`src/rtl/button_event_frontend.sv`:
```
// Button conditioner: sync, debounce, press pulses and a small event FIFO
// feeding the game core over a valid/ready handshake.
module button_event_frontend #(
  parameter int NUM_BTN         = 5,
  parameter int DEBOUNCE_CYCLES = 1000000,
  parameter int CNT_W           = 20,
  parameter int FIFO_DEPTH      = 4,
  parameter int IDX_W           = 3
) (
  input  logic                               clk,
  input  logic                               resetn,
  input  logic [NUM_BTN-1:0]                 btn_n,
  output logic [NUM_BTN-1:0]                 btn_level,
  output logic [NUM_BTN-1:0]                 press_pulse,
  output logic                               evt_valid,
  output logic [IDX_W-1:0]                   evt_idx,
  input  logic                               evt_ready,
  output logic [$clog2(FIFO_DEPTH+1)-1:0]    fifo_count,
  output logic                               evt_overflow,
  input  logic                               overflow_clr
);

  localparam int PW = $clog2(FIFO_DEPTH);
  localparam int CW = $clog2(FIFO_DEPTH+1);
  localparam logic [CNT_W-1:0] LAST = CNT_W'(DEBOUNCE_CYCLES-1);

  logic [NUM_BTN-1:0] sync1, sync2, s;
  logic [NUM_BTN-1:0] level_q, accept;
  logic [CNT_W-1:0]   cnt [NUM_BTN];
  logic [NUM_BTN-1:0] pending;
  logic [IDX_W-1:0]   mem [FIFO_DEPTH];
  logic [PW-1:0]      rd, wr;
  logic [IDX_W-1:0]   idx_last;

  logic [NUM_BTN-1:0] cand, push_oh, push_sel;
  logic [IDX_W-1:0]   push_idx;
  logic               pop, push, space, ovf_set;

  assign s         = ~sync2;
  assign btn_level = level_q;

  always_comb begin
    for (int i = 0; i < NUM_BTN; i++)
      accept[i] = (s[i] != level_q[i]) && (cnt[i] == LAST);
  end

  always_ff @(posedge clk or negedge resetn) begin
    if (!resetn) begin
      sync1       <= '1;
      sync2       <= '1;
      level_q     <= '0;
      press_pulse <= '0;
      for (int i = 0; i < NUM_BTN; i++) cnt[i] <= '0;
    end else begin
      sync1       <= btn_n;
      sync2       <= sync1;
      press_pulse <= accept & s;
      for (int i = 0; i < NUM_BTN; i++) begin
        if (s[i] == level_q[i]) begin
          cnt[i] <= '0;
        end else if (accept[i]) begin
          level_q[i] <= s[i];
          cnt[i]     <= '0;
        end else begin
          cnt[i] <= cnt[i] + 1'b1;
        end
      end
    end
  end

  // Lowest pending/new press wins; the rest wait in pending.
  always_comb begin
    cand     = pending | press_pulse;
    pop      = evt_valid & evt_ready;
    space    = (fifo_count < CW'(FIFO_DEPTH)) | pop;
    push     = space & (|cand);
    push_oh  = cand & (~cand + 1'b1);
    push_sel = push ? push_oh : '0;
    ovf_set  = |(press_pulse & pending & ~push_sel);
    push_idx = '0;
    for (int i = 0; i < NUM_BTN; i++)
      if (push_oh[i]) push_idx = IDX_W'(i);
  end

  assign evt_valid = (fifo_count != '0);
  assign evt_idx   = evt_valid ? mem[rd] : idx_last;

  always_ff @(posedge clk or negedge resetn) begin
    if (!resetn) begin
      pending      <= '0;
      evt_overflow <= 1'b0;
      rd           <= '0;
      wr           <= '0;
      fifo_count   <= '0;
      idx_last     <= '0;
      for (int i = 0; i < FIFO_DEPTH; i++) mem[i] <= '0;
    end else begin
      pending  <= cand & ~push_sel;
      idx_last <= evt_idx;
      if (ovf_set)
        evt_overflow <= 1'b1;
      else if (overflow_clr)
        evt_overflow <= 1'b0;
      if (push) begin
        mem[wr] <= push_idx;
        wr      <= wr + 1'b1;
      end
      if (pop)
        rd <= rd + 1'b1;
      case ({push, pop})
        2'b10:   fifo_count <= fifo_count + 1'b1;
        2'b01:   fifo_count <= fifo_count - 1'b1;
        default: fifo_count <= fifo_count;
      endcase
    end
  end

endmodule

```
`config.mk`:
```
export PLATFORM = sky130hd
export DESIGN_NAME = button_event_frontend
export DESIGN_NICKNAME = d
export VERILOG_FILES = /design/src/rtl/button_event_frontend.sv
export SDC_FILE = /design/constraint.sdc
export NUM_CORES = 1
export LEC_CHECK = 0
export CORE_AREA = 2 2 120 122
export DETAILED_ROUTE_END_ITERATION = 10
export DIE_AREA = 0 0 122 124
export GPL_TIMING_DRIVEN = 0
export MAX_ROUTING_LAYER = met4
export PLACE_DENSITY = 0.75
export SLEW_MARGIN = 25
export SYNTH_ARGS = -nofsm -noshare
export SYNTH_HDL_FRONTEND = slang
export SYNTH_SLANG_ARGS = --single-unit
```
`constraint.sdc`:
```
create_clock -name clk -period 3.6 [get_ports clk]
set_clock_uncertainty 0.1 [all_clocks]
set_input_delay 0.54 -clock clk [delete_from_list [all_inputs] [get_ports clk]]
set_output_delay 0.54 -clock clk [all_outputs]
set_load 0.1 [all_outputs]
```
==> summary.txt, run 1 <==
Synthesis
  – Proportion of synthesized chip area in sequential cells: 0.5355
  – Post-synth top area cell: sky130_fd_sc_hd__dfrtp_1
  – Async set-reset flop share out of synthesis: 1.000
  – Number of flops mapped to enable cells by yosys: 0
  – Number of register bits inferred by synthesis: around 150
  – Mapped Nets: 682
  – Top cells by count, synth: 138 x sky130_fd_sc_hd__dfrtp_1, 82 x sky130_fd_sc_hd__nor2_1, 40 x sky130_fd_sc_hd__nand2_1
  – Avg Cell Area, Syn: ~10 µm²
  – Number of instances in the synthesized netlist: 662
  – Area share of the largest cell type after synthesis: 0.4977
  – Cell variety after synth: 45
  – Syn Std Cell Area: 6939 µm²
  – Leading register cell type out of synthesis: sky130_fd_sc_hd__dfrtp_1
  – Most area-consuming cells after synthesis: sky130_fd_sc_hd__dfrtp_1 50%, sky130_fd_sc_hd__xnor2_1 4.9%, sky130_fd_sc_hd__nor2_1 4.4%, sky130_fd_sc_hd__xor2_1 4.4%, sky130_fd_sc_hd__dfstp_2 3.8%
  – Top-count cell post-synth: sky130_fd_sc_hd__dfrtp_1
  – Warnings, synthesis: 0

Worst hold path
  – Class of the tightest hold or removal check: flop to flop

Critical path
  – Required time worst endpoint: slightly below 3 ns
  – Startpoint type of the worst setup path: flop
  – Crit. End Element: output port
  – Max FO, Critical Path: 5
  – Critical path's largest stage delay: 0.98 ns
  – Dominant delay contributor by cell family on the critical path: buffers and inverters
  – Cell-by-cell listing of the critical path: clkbuf_1, mux4_2, mux2_2, clkdlybuf4s50_1
  – Slowest cell on crit path: sky130_fd_sc_hd__clkdlybuf4s50_1
  – Kind of critical path: flop to output port
  – Worst Path Buf+Inv: 2
  – Crit path arrival time: 2.83 ns

Status
  – Run status: completed

Final layout
  – Final standard cell area without fillers: 8070 µm²
  – Filler-free cell count of the finished design: between 900 and 1000
  – Area Growth Syn to Fin: 16.30%
  – Final nets: 729
  – Share of post-route cells with drive strength above 1: 0.09141
  – Total inserted antenna cells: 0

Timing
  – Number of max-slew violations in the final report: 0
  – Unrepaired setup endpoints after global routing: false
  – Portion of the clock cycle consumed by the worst path in the final layout: 0.9652
  – Fin Hold WS: 0.2568 ns
  – Number of setup violations in the final report: 0
  – Fin crit period: approximately 3.5 ns
  – Timing-limited maximum frequency: 0.2878 GHz
  – Slew Limit Headroom: 0.3411
  – Final hold vios: 0
  – Least-Margin Pin Slew: roughly 1 ns
  – Setup TNS: 0 ns

Power and ir drop
  – Pwr per Cell Area: ~570 nW/µm²
  – Reported leakage power: 3.318 nW
  – Total power: 4.604 mW
  – VDD IR max: 0.4079 mV

Routing
  – Residual DRC count: 0
  – Number of routed nets with antenna violations: 0
  – 1st-pass router iterations: 5
  – Avg Vias per Cell: about 5.7
  – Total vias in the final route: slightly above 5000
  – Final WL: 13790 µm
  – Routed len/inst: about 15 µm
  – Initial DRC count: 313

Floorplan
  – Die outline area: around 15000 µm²
  – Die Wd: 122 µm
  – Starting utilization of the core area: 0.5058
  – Boundary Pins: 27
  – Core region area: 13720 µm²
  – Number of placement rows: 43
  – Height of the die: around 120 µm

GRT
  – Maximum number of pins on one net before global-route repair: 81
  – GR met1 Demand/Resource: 0.2421
  – Global-route usage over all layers: 0.2065
  – First-pass GRT wire length: 23780 µm
  – Met2 track demand over resource in global routing: 0.3348
  – Global routing's busiest layer: met2
  – Global route overflow: 0
  – Met3 demand-to-capacity share in global routing: 0.05449
  – Initial antenna violation count: 0
  – Vias in the first global route: 5299

CTS
  – Clk Latency, worst-skew pair: about 0.42 ns
  – Post-CTS setup buffers: 0
  – CTS root buf: sky130_fd_sc_hd__clkbuf_16
  – CTS tree: yes
  – Clock Path Buffers: 2
  – Clk sink count: 148
  – Clock buffers created by TritonCTS: 17
  – Clock-pin slew of the registers on the worst-case setup and hold paths: 0.06 ns
  – H-tree Lvls: 4

Placed design
  – Placed inst area: 7457 µm²
  – Buffers on Ports: 26
  – Cell total after placement: 869
  – Routability congestion estimate from global placement: between 0.8 and 0.9
  – Half-perimeter wire length after placement: 9157 µm

Job
  – Max-capacitance violation count: 0
==> through the flow <==
stage	setup WS, ns	util
after global placement	-3.819	0.5412
after CTS	0.05970	0.5879
after global routing	0.01218	0.5882
after floorplan	0.02325	-
final	0.1253	0.5882
after detailed placement	0.5266	0.5435
==> where the power goes <==
part | internal (mW) | total, mW | switching [mW] | leakage, nW
combinational | 0.299 | 0.944 | 0.646 | 1.04
sequential | 1.80 | 1.90 | 0.0970 | 1.99
clock | 1.11 | 1.76 | 0.657 | 0.295
total | 3.20 | 4.60 | 1.40 | 3.32
==> cell usage in the layout, fill, tap and decap left out, types with 3 or more instances in the layout <==
cell type	instances
sky130_fd_sc_hd__dfrtp_1	138
sky130_fd_sc_hd__nor2_1	82
sky130_fd_sc_hd__nand2_1	40
sky130_fd_sc_hd__xnor2_1	39
sky130_fd_sc_hd__a21oi_1	38
sky130_fd_sc_hd__nand3_1	35
sky130_fd_sc_hd__xor2_1	35
sky130_fd_sc_hd__o21ai_0	27
sky130_fd_sc_hd__nand4_1	24
sky130_fd_sc_hd__or3_1	24
sky130_fd_sc_hd__clkdlybuf4s50_1	23
sky130_fd_sc_hd__inv_1	17
sky130_fd_sc_hd__clkbuf_16	17
sky130_fd_sc_hd__nor3_1	16
sky130_fd_sc_hd__and3_1	15
sky130_fd_sc_hd__o31ai_1	14
sky130_fd_sc_hd__nor4_1	13
sky130_fd_sc_hd__or4_1	13
sky130_fd_sc_hd__clkbuf_1	12
sky130_fd_sc_hd__ha_1	10
sky130_fd_sc_hd__dfstp_2	10
sky130_fd_sc_hd__a22o_1	8
sky130_fd_sc_hd__and4_1	6
sky130_fd_sc_hd__clkinv_2	5
sky130_fd_sc_hd__clkbuf_8	5
sky130_fd_sc_hd__nor2b_1	4
sky130_fd_sc_hd__nor4b_1	4
sky130_fd_sc_hd__and2_1	4
sky130_fd_sc_hd__o31ai_4	3
sky130_fd_sc_hd__buf_2	3
sky130_fd_sc_hd__mux4_2	3
sky130_fd_sc_hd__mux2_2	3
==> flip-flops by register name (all words and copies together) (netlist names) <==
name / flops
cnt: 100
btn_level: 5
evt_overflow: 1
rd: 2
sync2: 5
idx_last: 3
mem: 12
wr: 2
fifo_count: 3
pending: 5
sync1: 5
press_pulse: 5
==> path summary, 6_finish.rpt <==
kind / from / to / slack [ns] / depth (start not counted)
setup / recovery: rd[0]$_DFFE_PN0P_ / evt_idx[0] / 0.13 / 4
hold / removal: sync1[4]$_DFF_PN1_ / sync2[4]$_DFF_PN1_ / 0.26 / 0
setup reg to reg: press_pulse[2]$_DFF_PN0_ / fifo_count[2]$_DFFE_PN0P_ / 0.60 / 9
hold reg to reg: sync1[4]$_DFF_PN1_ / sync2[4]$_DFF_PN1_ / 0.26 / 0
max in group asynchronous: resetn / sync2[1]$_DFF_PN1_ / 2.05 / 3
min in group asynchronous: resetn / rd[1]$_DFFE_PN0P_ / 0.56 / 2
==> timing repair <==
action                                 CTS  global route
hold buffers                             1             0
endpoints found under the hold margin   65             0
setup endpoints to repair                0             2
resized for setup                        0             2
==> routing by layer <==
| layer | up-vias | share of wire |
|---|---|---|
| met1 | 2553 | 0.45 |
| met3 | 20 | 0.032 |
| li1 | 2470 | - |
| met5 | - | 0 |
| met2 | 78 | 0.50 |
| met4 | 0 | 0.018 |
==> final cells by class <==
cell class              instances  area [µm²]
multi-input cells             480        3083
well taps                     180       225.2
fillers                      1126        5649
repair buffers                 28       307.8
plain buffers                  17       76.32
inverters                      17       63.81
clock inverters                 9       100.1
flip-flops and latches        148        3716
clock buffers                  23       498.0
==> kinds of logic after synthesis <==
kind of cell	after synthesis	synth area share
buf+inv	34	0.02019
compound gates	99	0.09268
simple gates	290	0.2227
fa+ha+maj	11	0.02092
xor+xnor	74	0.09340
flops	148	0.5355
mux	6	0.01460
Power figures use the tool's default switching activity.
==> inputs of run 2 (changes only) <==
Clock period 3.6 ns to 3.8 ns, I/O delays scaled along.
==> run 2 against run 1 <==
Effect of this change:
- the run now ends with hold timing left
- clock-buffer cell count unchanged
- first-iteration DRC count unchanged
- critical path depth unchanged
- via count increased by 0.12%
- cell area decreased by 0.19%
- core utilization decreased by 0.11 points
- cell count decreased by 0.11%
==> summary.txt, run 2 (synthesized netlist as in run 1, its figures left out) <==
Floorplan
  – Boundary Pins: 27
  – Die Wd: ~120 µm
  – Number of placement rows: 43
  – Height of the die: 124 µm
  – Starting utilization of the core area: 0.5058
  – Die outline area: 15130 µm²
  – Core region area: between 10000 and 15000 µm²

Final layout
  – Most frequent cells in the layout: 138 x sky130_fd_sc_hd__dfrtp_1, 82 x sky130_fd_sc_hd__nor2_1, 40 x sky130_fd_sc_hd__nand2_1
  – Fill cell total of the finished layout: approximately 1100
  – Most common cell after layout, fill and taps aside: sky130_fd_sc_hd__dfrtp_1
  – Largest Register: cnt
  – Largest registers ranked by flip-flop count: cnt (100), mem (12)
  – Share of post-route cells with drive strength above 1: 0.09154
  – Multi-input logic area: 3083 µm²
  – Max FFs per register: 100
  – Total inserted antenna cells: 0
  – Combined flip-flop and latch cell area: 3716 µm²
  – Final nets: between 700 and 800
  – Area Growth Syn to Fin: 16.08%

GRT
  – Global-route usage over all layers: 0.2065
  – Initial antenna violation count: 0
  – Vias in the first global route: 5299
  – Maximum number of pins on one net before global-route repair: 81
  – Global route overflow: 0
  – First-pass GRT wire length: 23780 µm

Power and ir drop
  – Reported leakage power: 3.289 nW
  – Total power: 4.367 mW
  – VDD IR max: 0.3905 mV
  – Pwr per Cell Area: 542.2 nW/µm²

Critical path
  – Dominant delay contributor by cell family on the critical path: buffers and inverters
  – Crit. End Element: output port
  – Startpoint of the most critical register-to-register path: press_pulse[2]$_DFF_PN0_
  – Cell-by-cell listing of the critical path: clkbuf_1, mux4_2, mux2_2, clkdlybuf4s50_1
  – Crit path arrival time: approximately 2.9 ns
  – Required time worst endpoint: 3.13 ns
  – Worst Path Buf+Inv: 2
  – Max FO, Critical Path: 5
  – Kind of critical path: flop to output port
  – Startpoint type of the worst setup path: flop
  – Critical path's largest stage delay: about 0.97 ns
  – Slowest cell on crit path: sky130_fd_sc_hd__clkdlybuf4s50_1
  – Launch point of the worst path: rd[0]$_DFFE_PN0P_

Routing
  – Number of routed nets with antenna violations: 0
  – Routed len/inst: 15.27 µm
  – Avg Vias per Cell: 5.690
  – Residual DRC count: 0
  – Final WL: 13760 µm
  – Initial DRC count: 313
  – Total vias in the final route: 5127
  – 1st-pass router iterations: 4

Timing
  – Least-Margin Pin Slew: roughly 0.98 ns
  – Unrepaired setup endpoints after global routing: false
  – Final hold vios: 2
  – Slew Limit Headroom: 0.3454
  – Portion of the clock cycle consumed by the worst path in the final layout: 0.9274
  – Number of max-slew violations in the final report: 0
  – Fin crit period: 3.524 ns
  – Number of setup violations in the final report: 0
  – Fin Hold WS: -0.007211 ns
  – Setup TNS: 0 ns
  – Timing-limited maximum frequency: 0.2838 GHz

Placed design
  – Routability congestion estimate from global placement: 0.8254
  – Half-perimeter wire length after placement: between 9000 and 10000 µm
  – Buffers on Ports: 26

CTS
  – CTS tree: yes
  – Clk sink count: between 100 and 150
  – Clock-pin slew of the registers on the worst-case setup and hold paths: ~0.060 ns
  – Number of gates resized after CTS: 0
  – Clk Latency, worst-skew pair: between 0.4 and 0.5 ns
  – Post-CTS setup buffers: 0
  – H-tree Lvls: 4
  – Clock Path Buffers: 2
  – Number of buffers inserted for hold repair after clock tree synthesis: 0
  – CTS root buf: sky130_fd_sc_hd__clkbuf_16
  – Clock buffers created by TritonCTS: 17

Job
  – Max-capacitance violation count: 0

Status
  – Run status: finished, violations left
  – Failing checks: hold timing

Worst hold path
  – Class of the tightest hold or removal check: input port to asynchronous set/reset pin
-- run 2: cell count changes in the layout (fill, tap and decap cells not counted), sizes merged --
cell,previous run,this run
clkdlybuf4s50,23,25
dlymetal6s2s,2,0
dlygate4sd3,1,0
-- run 2: area by class of cell --
cell class | count | share of cell area
buffer | 17 | 0.009475
inverter | 17 | 0.007922
sequential | 148 | 0.4613
multi-input combinational | 480 | 0.3827
clock buffer | 23 | 0.06182
timing repair buffer | 27 | 0.03635
clock inverter | 9 | 0.01243
tap | 180 | 0.02796
-- run 2: through the flow --
| stage | setup slack, ns | cells | area, µm² | hold WS, ns | utilization |
|---|---|---|---|---|---|
| global placement | -3.649 | 868 | 7425 | 0.2471 | 0.5412 |
| CTS | 0.2297 | 901 | 8055 | 0.01027 | 0.5871 |
| finish | 0.2758 | 901 | 8055 | -0.007211 | 0.5871 |
| detailed placement | 0.6966 | 869 | 7457 | 0.2475 | 0.5435 |
| global route | 0.1585 | 901 | 8055 | 0.03825 | 0.5871 |
| floorplan | 0.2233 | 662 | 6939 | 0.1744 | - |
-- run 2: per-layer routing --
metal	up-vias	track usage	wire length [µm]
met2	91	0.3348	6779
met4	0	0.09626	312
met5	-	-	0
met3	28	0.05449	500
met1	2539	0.2421	6165
li1	2469	-	-
-- run 2: path summary, 6_finish.rpt --
kind                                              to  slack, ns  cells past startpoint
max in group asynchronous         sync2[1]$_DFF_PN1_       2.82                      2
min reg2reg                       sync2[4]$_DFF_PN1_       0.26                      0
min in group clk                  sync2[4]$_DFF_PN1_       0.26                      0
max reg2reg                fifo_count[2]$_DFFE_PN0P_       0.79                      9
min                                rd[1]$_DFFE_PN0P_     -0.007                      1
max                                       evt_idx[1]       0.28                      4
-- run 2: where the power goes --
| group | total [mW] | leakage [nW] | internal (mW) | switching, mW |
|---|---|---|---|---|
| clock | 1.67 | 0.295 | 1.05 | 0.627 |
| combinational | 0.895 | 1.01 | 0.284 | 0.611 |
| sequential | 1.80 | 1.99 | 1.71 | 0.0919 |
==> inputs of run 3 (changes only) <==
Settings changed: SLEW_MARGIN 25 to unset.
==> run 3 against run 2 <==
Effect of this change:
- the flow now finishes without violations
- global-route usage up 0.22 points
- clock-buffer cell count down 2
- maximum frequency down 1.9%
- sequential share of layout area about the same
- clock power up 4%
- total power up 1.7%
- largest cell class unchanged
==> summary.txt, run 3 (synthesized netlist as in run 1, its figures left out) <==
Final layout
  – Fill cell total of the finished layout: roughly 1100
  – Largest registers ranked by flip-flop count: cnt (100), mem (12)
  – Share of post-route cells with drive strength above 1: 0.08877
  – Most common cell after layout, fill and taps aside: sky130_fd_sc_hd__dfrtp_1
  – Final standard cell area without fillers: 8061 µm²
  – Largest Register: cnt
  – Combined flip-flop and latch cell area: approximately 3700 µm²
  – Most frequent cells in the layout: 138 x sky130_fd_sc_hd__dfrtp_1, 82 x sky130_fd_sc_hd__nor2_1, 40 x sky130_fd_sc_hd__nand2_1
  – Total inserted antenna cells: 0
  – Final nets: 728
  – Multi-input logic area: around 3100 µm²
  – Area Growth Syn to Fin: 16.17%
  – Max FFs per register: 100

Critical path
  – Worst Path Buf+Inv: 2
  – Worst-case register-to-register setup slack: 0.79 ns
  – Required time worst endpoint: 3.13 ns
  – Slowest cell on crit path: sky130_fd_sc_hd__clkdlybuf4s50_1
  – Crit path arrival time: 2.92 ns
  – Startpoint of the most critical register-to-register path: press_pulse[2]$_DFF_PN0_
  – Max FO, Critical Path: 5
  – Cell-by-cell listing of the critical path: clkbuf_1, mux4_2, mux2_2, clkdlybuf4s50_1
  – Critical path's largest stage delay: 0.97 ns
  – Kind of critical path: flop to output port
  – Crit. End Element: output port
  – Dominant delay contributor by cell family on the critical path: buffers and inverters
  – Launch point of the worst path: rd[0]$_DFFE_PN0P_
  – Startpoint type of the worst setup path: flop

Routing
  – Final WL: 13930 µm
  – Number of routed nets with antenna violations: 0
  – Avg Vias per Cell: between 5 and 6
  – Residual DRC count: 0
  – Routed len/inst: 15.46 µm
  – 1st-pass router iterations: 5
  – Total vias in the final route: between 5000 and 6000
  – Initial DRC count: approximately 380

CTS
  – Clk Latency, worst-skew pair: 0.43 ns
  – Post-CTS setup buffers: 0
  – Number of gates resized after CTS: 0
  – CTS tree: yes
  – Clock-pin slew of the registers on the worst-case setup and hold paths: around 0.06 ns
  – Clk sink count: 148
  – Clock Path Buffers: 2
  – Number of buffers inserted for hold repair after clock tree synthesis: 0
  – H-tree Lvls: 4
  – CTS root buf: sky130_fd_sc_hd__clkbuf_16
  – Clock buffers created by TritonCTS: 17

Floorplan
  – Die outline area: 15130 µm²
  – Height of the die: 124 µm
  – Boundary Pins: 27
  – Die Wd: 122 µm
  – Core region area: 13720 µm²
  – Number of placement rows: 43
  – Starting utilization of the core area: 0.5058

Timing
  – Portion of the clock cycle consumed by the worst path in the final layout: 0.9455
  – Least-Margin Pin Slew: 0.9796 ns
  – Number of setup violations in the final report: 0
  – Setup TNS: 0 ns
  – Slew Limit Headroom: 0.3449
  – Number of max-slew violations in the final report: 0
  – Final hold vios: 0
  – Fin crit period: 3.593 ns
  – Fin Hold WS: 0.04231 ns
  – Unrepaired setup endpoints after global routing: false
  – Timing-limited maximum frequency: about 0.28 GHz

Power and ir drop
  – Pwr per Cell Area: between 500 and 600 nW/µm²
  – Reported leakage power: roughly 3.3 nW
  – VDD IR max: 0.3490 mV

Placed design
  – Placed inst area: around 7500 µm²
  – Half-perimeter wire length after placement: 9188 µm
  – Buffers on Ports: 26
  – Routability congestion estimate from global placement: about 0.83

Job
  – Max-capacitance violation count: 0

GRT
  – Global-route usage over all layers: 0.2087
  – Vias in the first global route: 5267
  – Initial antenna violation count: 0
  – Maximum number of pins on one net before global-route repair: 81
  – Global route overflow: 0
  – First-pass GRT wire length: about 24000 µm

Worst hold path
  – Class of the tightest hold or removal check: input port to asynchronous set/reset pin

Status
  – Run status: completed
[run 3: cell type report]
class,count,share of cell area
buffer,17,0.009468
sequential,148,0.4610
inverter,17,0.007916
multi-input combinational,480,0.3824
clock buffer,21,0.05587
tap,180,0.02794
timing repair buffer,27,0.03585
clock inverter,11,0.01956
[run 3: metal layers]
metal  global-route usage  routed length, µm  up-vias
met2               0.3474               6976       99
met4               0.1049                318        0
met3              0.04075                522       26
met5                    -                  0        -
li1                     -                  -     2465
met1               0.2431               6112     2543
[run 3: worst paths after layout]
path,to,depth (start not counted)
max,evt_idx[2],4
min,rd[1]$_DFFE_PN0P_,1
max reg2reg,fifo_count[2]$_DFFE_PN0P_,9
min reg2reg,sync2[1]$_DFF_PN1_,0
max in group asynchronous,sync1[4]$_DFF_PN1_,2
min in group clk,sync2[1]$_DFF_PN1_,0
[run 3: power by group]
part / internal, mW / switching [mW] / total (mW)
clock network: 1.11 / 0.630 / 1.74
registers: 1.71 / 0.0938 / 1.80
logic: 0.284 / 0.622 / 0.906
total: 3.10 / 1.35 / 4.44
[run 3: per-stage QoR]
step | worst slack [ns] | instances | util | power [mW]
5_1_grt | 0.1096 | 901 | 0.5876 | 4.622
3_5_place_dp | 0.6953 | 869 | 0.5433 | 2.725
3_3_place_gp | -3.649 | 868 | 0.5412 | 2.686
4_1_cts | 0.1542 | 901 | 0.5876 | 4.483
2_1_floorplan | 0.2233 | 662 | - | 2.487
6_report | 0.2073 | 901 | 0.5876 | 4.443
